## config.mk

```make
export PLATFORM = sky130hd
export DESIGN_NAME = cpx_add_scheduler
export DESIGN_NICKNAME = d
export VERILOG_FILES = /design/src/rtl/cpx_pkg.sv /design/src/rtl/complex_adder.sv /design/src/rtl/rr_arbiter.sv /design/src/rtl/cpx_add_scheduler.sv
export SDC_FILE = /design/constraint.sdc
export NUM_CORES = 1
export LEC_CHECK = 0
export CAP_MARGIN = 10
export CORE_ASPECT_RATIO = 0.5
export CORE_MARGIN = 8
export CORE_UTILIZATION = 45
export DETAILED_ROUTE_END_ITERATION = 12
export GPL_TIMING_DRIVEN = 0
export PLACE_DENSITY = 0.78
export SYNTH_ARGS = -nofsm -noshare
export SYNTH_HDL_FRONTEND = slang
export SYNTH_SLANG_ARGS = --single-unit
```

## constraint.sdc

```tcl
create_clock -name clk -period 9.8 [get_ports clk]
set_clock_uncertainty 0.2 [all_clocks]
set_input_delay 0.98 -clock clk [delete_from_list [all_inputs] [get_ports clk]]
set_output_delay 0.98 -clock clk [all_outputs]
set_load 0.01 [all_outputs]
```

## src/rtl/cpx_pkg.sv

```systemverilog
// Shared widths and helpers for the complex-adder scheduler slice.
package cpx_pkg;

  localparam int WID_DEF = 58;
  localparam int HALF    = WID_DEF / 2;
  localparam int RES_W   = WID_DEF + 2;

  function automatic int clog2(input int v);
    int r;
    r = 0;
    while ((1 << r) < v) r++;
    return r;
  endfunction

  function automatic logic [HALF-1:0] cpx_real(input logic [WID_DEF-1:0] v);
    return v[HALF-1:0];
  endfunction

  function automatic logic [HALF-1:0] cpx_imag(input logic [WID_DEF-1:0] v);
    return v[WID_DEF-1:HALF];
  endfunction

endpackage

```

## src/rtl/complex_adder.sv

```systemverilog
// Registered complex adder: real and imag halves each widen by one carry bit.
module complex_adder
  import cpx_pkg::*;
#(
  parameter int WID = WID_DEF
) (
  input  logic           clk,
  input  logic           rst_n,
  input  logic [WID-1:0] a,
  input  logic [WID-1:0] b,
  output logic [WID+1:0] sum
);

  localparam int H = WID / 2;

  logic [H:0]     re_d;
  logic [H:0]     im_d;
  logic [WID+1:0] sum_q;

  always_comb begin
    re_d = {1'b0, a[H-1:0]} + {1'b0, b[H-1:0]};
    im_d = {1'b0, a[WID-1:H]} + {1'b0, b[WID-1:H]};
  end

  always_ff @(posedge clk or negedge rst_n) begin
    if (!rst_n) sum_q <= '0;
    else        sum_q <= {im_d, re_d};
  end

  assign sum = sum_q;

endmodule

```

## src/rtl/rr_arbiter.sv

```systemverilog
// Round-robin arbiter: the search starts one past the last winner and wraps.
module rr_arbiter
  import cpx_pkg::*;
#(
  parameter int NREQ = 4,
  parameter int IDW  = clog2(NREQ)
) (
  input  logic [NREQ-1:0] req,
  input  logic            enable,
  input  logic [IDW-1:0]  ptr,
  output logic [NREQ-1:0] grant,
  output logic [IDW-1:0]  idx,
  output logic            found
);

  function automatic logic [IDW-1:0] wrap_idx(input logic [IDW-1:0] p, input int off);
    int s;
    s = int'(p) + off;
    if (s >= NREQ) s = s - NREQ;
    return IDW'(s);
  endfunction

  always_comb begin
    logic [IDW-1:0] k;
    k     = '0;
    grant = '0;
    idx   = '0;
    found = 1'b0;
    for (int off = 1; off <= NREQ; off++) begin
      k = wrap_idx(ptr, off);
      if (!found && req[k]) begin
        found    = 1'b1;
        idx      = k;
        grant[k] = enable;
      end
    end
  end

endmodule

```

## src/rtl/cpx_add_scheduler.sv

```systemverilog
// Shares one registered complex adder among NREQ requesters; results return
// in issue order through a FIFO whose space is reserved before each issue.
module cpx_add_scheduler
  import cpx_pkg::*;
#(
  parameter  int WID   = WID_DEF,
  parameter  int NREQ  = 4,
  parameter  int DEPTH = 4,
  localparam int IDW   = clog2(NREQ)
) (
  input  logic               clk,
  input  logic               rst,
  input  logic [NREQ-1:0]    req_valid,
  output logic [NREQ-1:0]    req_ready,
  input  logic [NREQ*WID-1:0] req_a,
  input  logic [NREQ*WID-1:0] req_b,
  output logic               res_valid,
  input  logic               res_ready,
  output logic [WID+1:0]     res_data,
  output logic [IDW-1:0]     res_id,
  output logic               busy
);

  localparam int RW = WID + 2;
  localparam int AW = clog2(DEPTH);
  localparam int CW = AW + 1;

  logic [IDW-1:0]    rr_ptr_q, rr_ptr_d;
  logic              inflight_q, inflight_d;
  logic [IDW-1:0]    tag_q, tag_d;
  logic [CW-1:0]     count_q, count_d;
  logic [AW-1:0]     wr_ptr_q, wr_ptr_d;
  logic [AW-1:0]     rd_ptr_q, rd_ptr_d;
  logic [IDW+RW-1:0] mem_q [DEPTH];

  logic              rst_n;
  logic              pop;
  logic              credit_ok;
  logic              found;
  logic              issue;
  logic [IDW-1:0]    grant_idx;
  logic [WID-1:0]    a_mux, b_mux;
  logic [RW-1:0]     sum;
  logic [IDW+RW-1:0] head;

  assign rst_n = ~rst;

  // A pop this cycle frees its slot in time for a same-cycle issue.
  assign res_valid = (count_q != '0);
  assign pop       = res_valid & res_ready;
  assign credit_ok = ((count_q + CW'(inflight_q)) < CW'(DEPTH)) | pop;
  assign issue     = found & credit_ok & ~rst;

  rr_arbiter #(.NREQ(NREQ), .IDW(IDW)) u_arb (
    .req    (req_valid),
    .enable (credit_ok & ~rst),
    .ptr    (rr_ptr_q),
    .grant  (req_ready),
    .idx    (grant_idx),
    .found  (found)
  );

  always_comb begin
    a_mux = '0;
    b_mux = '0;
    for (int i = 0; i < NREQ; i++) begin
      a_mux = a_mux | (req_a[i*WID +: WID] & {WID{req_ready[i]}});
      b_mux = b_mux | (req_b[i*WID +: WID] & {WID{req_ready[i]}});
    end
  end

  complex_adder #(.WID(WID)) u_add (
    .clk   (clk),
    .rst_n (rst_n),
    .a     (a_mux),
    .b     (b_mux),
    .sum   (sum)
  );

  always_comb begin
    rr_ptr_d   = issue ? grant_idx : rr_ptr_q;
    tag_d      = issue ? grant_idx : tag_q;
    inflight_d = issue;
    wr_ptr_d   = wr_ptr_q + AW'(inflight_q);
    rd_ptr_d   = rd_ptr_q + AW'(pop);
    count_d    = count_q;
    if (inflight_q && !pop)      count_d = count_q + CW'(1);
    else if (!inflight_q && pop) count_d = count_q - CW'(1);
  end

  always_ff @(posedge clk or posedge rst) begin
    if (rst) begin
      rr_ptr_q   <= IDW'(NREQ - 1);
      tag_q      <= '0;
      inflight_q <= 1'b0;
      count_q    <= '0;
      wr_ptr_q   <= '0;
      rd_ptr_q   <= '0;
    end else begin
      rr_ptr_q   <= rr_ptr_d;
      tag_q      <= tag_d;
      inflight_q <= inflight_d;
      count_q    <= count_d;
      wr_ptr_q   <= wr_ptr_d;
      rd_ptr_q   <= rd_ptr_d;
    end
  end

  // Storage needs no reset: entries are only visible while count is non-zero.
  always_ff @(posedge clk) begin
    if (inflight_q) mem_q[wr_ptr_q] <= {tag_q, sum};
  end

  assign head     = mem_q[rd_ptr_q];
  assign res_data = res_valid ? head[RW-1:0] : '0;
  assign res_id   = res_valid ? head[IDW+RW-1:RW] : '0;
  assign busy     = inflight_q | res_valid;

endmodule

```

== After elaboration in Yosys (flattened, before gate mapping) ==
Memory sizes are Yosys's and may differ from the RTL's.
Cells that the tools add are included.
Storage, ports and cells
  register bits after elaboration: 72
  RAM bits: 248
  input bits: 471
  output and inout port bits: 68
  logic and storage cells: 115
  memories kept: 1
Memory list
  mem_q: depth 4, width 62, read ports 1, clocked after memory_dff 0, wr ports 1, line cpx_add_scheduler.sv:34  | logic [IDW+RW-1:0] mem_q [DEPTH];
Operators by class
  add/sub/neg operators: 15
  order comparisons: 13
  multiplexer cells: 41
  bitwise gates (word level): 22
  reductions and logical operators: 16
Operators by type and width (number)
  $and 58x58->58: 8
  $or 58x58->58: 6
  $add 29x29->30: 2
  $mux 60: 1
  $mux 2: 9
  $mux 4: 4
  $mux 1: 14
  $bwmux 4: 3
  $lt 2x3->1 const B: 4
  $ge 3x3->1 const B: 3
  $logic_and 1x1->1: 9
  $bmux 1 s2: 4
  $demux 1 s2: 4
  $ge 2x1->1 const B: 4
  $sub 2x1->2 const B: 4
  $add 2x2->3 const B: 2
  $mux 3: 2
  $logic_not 1->1: 5
  $add 2x1->2: 2
  $add 2x3->4 const B: 1
  $and 1x1->1: 4
  $and 4x4->4: 1
  $ge 4x3->1 const B: 1
  $add 2x1->3 const B: 1
  other kinds (8): 9

== Longest topological paths before layout ==
  depth after elaboration: 20
  depth in mapped cells: 24
  mapped depth without buffers: 21

== By module ==
A second synthesis with hierarchy kept.
Unflattened totals
  cell total of the unflattened synthesis: 1424
  area, all modules: 17530.6 µm²
Modules (own cells, without submodules)
  cpx_add_scheduler: instances 1, cells each 845, area each 12326.8 µm², sequential area each 7749.9 µm²
  complex_adder: instances 1, cells each 519, area each 4667.0 µm², sequential area each 1501.4 µm²
  rr_arbiter: instances 1, cells each 60, area each 536.8 µm², sequential area each 0.0 µm²

== Worst setup path after synthesis ==
Ideal clock, no wire load.
  path kind: input port to flip-flop
  start point: input port rst
  end point: register u_add.sum_q[58], in the netlist u_add.sum[58]
  setup time: 0.079 ns
  arrival time: 6.225 ns
  required time: 9.521 ns
  setup slack: 3.295 ns
  stages on the path: 18
  buffers on the path: 2
  path through: inv_1 o21ai_1 a21oi_2 buf_2 buf_4 a222oi_1 nand2_1 ha_1 inv_1 fa_1 nand2b_1 a211oi_1 o41ai_1 a21o_1 a2111oi_0 nor2_1 o21ai_1 xor2_1
Between the ends
  word-level cells in the longest chain between the ends: 15
  elaborated cells on any way between the ends: 25
  those cells by class: add/sub (1); mux (7); bitwise (17)
Ends and longest elaborated chain
  start, declared: line cpx_add_scheduler.sv:12  | input logic rst,
  $not 1->1 *: line cpx_add_scheduler.sv:56  | .enable (credit_ok & ~rst),
  $and 1x1->1 *: line cpx_add_scheduler.sv:56
  $and 4x4->4 (no line)
  $mux 4: line rr_arbiter.sv:31  | if (!found && req[k]) begin
  $bwmux 4: line rr_arbiter.sv:34  | grant[k] = enable;
  $mux 4: line rr_arbiter.sv:31
  $bwmux 4: line rr_arbiter.sv:34
  $mux 4: line rr_arbiter.sv:31
  $bwmux 4: line rr_arbiter.sv:34
  $mux 4 *: line rr_arbiter.sv:31
  $and 58x58->58 (on tied branches): line cpx_add_scheduler.sv:67, cpx_add_scheduler.sv:68
  $or 58x58->58 (on tied branches) (3 in a row): line cpx_add_scheduler.sv:67, cpx_add_scheduler.sv:68
  $add 29x29->30 *: line complex_adder.sv:22  | im_d = {1'b0, a[WID-1:H]} + {1'b0, b[WID-1:H]};
  named net u_add.im_d[28]: line complex_adder.sv:17  | logic [H:0] im_d;
  end signal, assigned: line complex_adder.sv:27  | else sum_q <= {im_d, re_d};
  end, declared: line complex_adder.sv:18  | logic [WID+1:0] sum_q;
Mark *: on every way through the listed nets, which the timed path passes. The rest lies on a longest branch.
A chain may end at the register's enable or synchronous reset.

== Worst setup path after layout ==
  start point: input port req_valid[3]
  end point: register u_add.sum_q[58], in the netlist u_add.sum[58]
Between the ends
  word-level cells in the longest chain between the ends: 17
  elaborated cells on any way between the ends: 39
  those cells by class: add/sub (1); mux (18); bitwise (14); reduce/logical (6)
Ends and longest elaborated chain
  start, declared: line cpx_add_scheduler.sv:13  | input logic [NREQ-1:0] req_valid,
  $bmux 1 s2: line rr_arbiter.sv:31
  $mux 1 (not written as such): line rr_arbiter.sv:31
  $mux 1: line rr_arbiter.sv:31
  $logic_not 1->1: line rr_arbiter.sv:31
  $logic_and 1x1->1: line rr_arbiter.sv:31
  $mux 1: line rr_arbiter.sv:31
  $logic_not 1->1: line rr_arbiter.sv:31
  $logic_and 1x1->1: line rr_arbiter.sv:31
  $mux 1: line rr_arbiter.sv:31
  $logic_not 1->1: line rr_arbiter.sv:31
  $logic_and 1x1->1: line rr_arbiter.sv:31
  $mux 4 *: line rr_arbiter.sv:31
  $and 58x58->58 (on tied branches): line cpx_add_scheduler.sv:67, cpx_add_scheduler.sv:68
  $or 58x58->58 (on tied branches) (3 in a row): line cpx_add_scheduler.sv:67, cpx_add_scheduler.sv:68
  $add 29x29->30 *: line complex_adder.sv:22
  named net u_add.im_d[28]: line complex_adder.sv:17
Mark *: on every way through the listed nets, which the timed path passes. The rest lies on a longest branch. The select of a mux whose other input is x is not followed.

==> qor.txt <==
Row Count = 50
Yosys reg bits = 320
Power Density = 331 nW/µm²
Most frequent cell after synthesis = nand2_1
Average size of a mapped cell = 12.4 µm²
Via-per-instance ratio = 6.02
Cells after Synth = 1385
Nature of the critical path endpoint = register
Setup WS post-layout = 2.57 ns
Worst hold slack = 0.290 ns
Crit path from = req_valid[3]
Clock Tree Root = clkbuf_16
Status = finished clean
Filler cell count = 2792
Reg2reg path depth = 22
Crit-path max FO = 10
Pin count of the biggest net entering global routing = 51
Cts-stage hold buffer count = 0
LEAKAGE = 9.43 nW
Initial antenna violation count = 16
Int Pwr = 4.60 mW
Top post-synthesis cells by count = 266 x nand2_1, 248 x edfxtp_1, 114 x a222oi_1, 70 x dfrtp_1, 69 x ha_1
Final Hold Viols = 0
Chip height = 154 µm
Arrival @ worst endpoint = 7.48 ns
Syn Std Cell Area = 17100 µm²
Area grow syn2layout = 41.9%
Worst-Skew Late Latency = 0.55 ns
Routability congestion estimate = 0.988
Postcts setup bufs = 0
CP Data Required Time = 10.05 ns
I/O pin total = 539
XOR/XNOR Fraction of Synth Area = 2.25%
Vias in the first global route = 14500
Synth Area in Simple Gates = 11.8%
Reg power frac = 27.5%
GR peak layer = met2
Peak VDD IR = 0.159 mV
Slew @ Worst Pin = 0.926 ns
Drt wl/cell = 28.1 µm
Placed Area = 23300 µm²
First-pass GRT wire length = 98900 µm
Routing usage on met3 = 10.2%
Post-synth cell types = 66
Layout Cell Area excl Fill = 24300 µm²
Synth async-reset ratio = 22.5%
Post-route insts no fill = 2492
Post_cts resized = 0
Post-layout min period = 7.23 ns
Cts bufs inserted = 29
WS Path Type = input port to register
Port buffer count = 535
Switch Pwr = 3.45 mW
TNS Setup = 0 ns
Dpl cells = 2426
Antenna-violating nets left = 0
Hold EP = mem_q[3][49]
DP HPWL = 56700 µm
Area fraction in compound gates after synthesis = 14.7%
Clock Power Share = 13.8%
Sw frac = 42.8%
DRT Pass-1 Iters = 13
Total wire length = 70000 µm
DRC marker count from the first detailed-route iteration = 2619
Num Clock Sinks = 320
Comb power frac = 58.7%
Max cap viols = 0
Tot GR Track Use = 29.6%
Hold depth = 0
Seq/Total Area, Yosys = 54.0%
Finish-stage setup viols = 0
Clock buffer depth = 3
Total gr overflow = 0
Final Power = 8.05 mW
Initial core utilization = 45.7%
M1 GR Usage = 40.7%
Met2 Track Usage GR = 44.3%
Register clock-pin slew on the reported worst setup and hold paths = 0.07 ns
Via count = 15000
EDFF count, synth = 248
Critical Path Start Type = input port
Worst reg-to-reg setup slack = 2.57 ns
Fraction of layout cells with a size suffix above 1 = 8.76%
CTS tree = built
Mapped Nets = 1928
Reg2reg end = u_add.sum[58]
CTS H-tree depth = 1
Synth warn = 0
Adder-cell share of the synthesized area = 5.39%
Mux cell area share after synthesis = 8.80%
Relative slew margins = 37.5%
Hold WC Path Type = register to register
Hold path startpoint = u_add.sum[49]
FF-to-FF Start = rr_ptr_q[0]
Final critical-path share of the clock period = 73.8%
NumNets Final = 2507
Core ar. = 37500 µm²
Post-synth top flop = edfxtp_1
Top cells by area, synth = edfxtp_1 43%, dfrtp_1 10%, mux4_2 8.4%, a222oi_1 6.7%, nand2_1 5.8%
Fmax = 0.138 GHz
Place WS = 2.13 ns
Final core occ = 64.9%
DRC viols = 0
Share of the synthesized area in the top cell type = 43.5%
Biggest area consumer among synthesized cells = edfxtp_1
Total Die Area = 45000 µm²
Width of the die = 292 µm
Final Max Slew Viols = 0
Largest family of logic cells by synthesized area = compound AO/OA/AOI/OAI gates
RSZ-0062 raised after global routing = no
==> worst max-delay path by stage <==
stage,end,slack (ns),cells past startpoint
5_1_grt,u_add.sum[58],2.28,22
3_3_place_gp,u_add.sum[56],0.34,19
3_5_place_dp,u_add.sum[58],2.13,22
6_report,u_add.sum[58],2.57,22
2_1_floorplan,u_add.sum[58],3.30,18
4_1_cts,u_add.sum[58],2.64,22
==> area by class of cell <==
class	count	area, µm²	area share (%)
Sequential cell	320	9250	38.1
Multi-Input combinational cell	955	7390	30.4
Timing Repair Buffer	548	5560	22.9
Clock buffer	36	792	3.26
Tap cell	494	618	2.54
Buffer	81	405	1.67
Clock inverter	18	150	0.618
Inverter	29	111	0.458
Antenna cell	11	27.5	0.113
==> worst max-delay path, stage by stage <==
cell and delay, ns:
clkdlybuf4s50_1 0.48, clkbuf_1 0.36, mux2i_1 0.23, or3_1 0.37, a21oi_2 0.21, a222oi_1 0.13, a21oi_2 0.75, buf_2 0.45
buf_4 0.25, a222oi_1 0.09, nand2_1 0.11, ha_1 0.22, inv_1 0.08, fa_1 0.49, nand2b_1 0.22, a211oi_1 0.31
o41ai_1 0.15, a21o_1 0.22, a2111oi_0 0.77, nor2_1 0.20, o21ai_1 0.21, xor2_1 0.19
==> logic make-up after synthesis <==
group,count (synthesis)
flip-flops,320
multiplexers,70
AO/OA/AOI/OAI,318
XOR/XNOR,44
buffers and inverters,110
adder cells (fa/ha/maj),72
AND/OR/NAND/NOR,451
==> registers in the layout, indices dropped and copies added, names as in the netlist <==
name / cells
mem_q: 248
tag_q: 2
rr_ptr_q: 2
rd_ptr_q: 2
count_q: 3
wr_ptr_q: 2
inflight_q: 1
u_add.sum: 60
==> power groups by stage <==
stage                     Combinational (mW)  Sequential (mW)  Clock, mW
after floorplan                         2.71             2.15          0
after global placement                  4.51             2.23          0
after detailed placement                4.59             2.23          0
after CTS                               4.63             2.21       1.12
after global routing                    5.04             2.24       1.17
final                                   4.73             2.21       1.11
==> cells in the final DEF (no fill, tap or decap), types with 5 or more instances in the layout <==
cell type and count:
nand4_1 7, inv_1 28, nand2b_1 7, edfxtp_1 248, nor3_1 8, o21a_1 9
buf_4 8, a221o_1 5, clkdlybuf4s50_1 535, a211oi_1 10, ha_1 69, buf_6 13
nand3_1 10, buf_2 16, nor2_1 51, clkinv_2 9, and2_1 66, xor2_1 16
a22o_1 7, mux4_2 64, o21ai_0 34, a21boi_0 6, diode_2 11, buf_1 7
a221oi_1 6, clkbuf_1 47, xnor2_1 28, nor2b_1 9, a21oi_1 51, o211ai_1 5
nand2_1 266, a31oi_1 8, a21o_1 25, clkbuf_16 29, dfrtp_1 70, a222oi_1 114
==> metal layers <==
layer | part of all wire, % | wire [µm]
met1 | 40 | 28300
met2 | 44 | 31100
met3 | 12 | 8730
met4 | 2.6 | 1850
met5 | 0.059 | 41
Note: power is estimated with default switching activity, not from simulation.
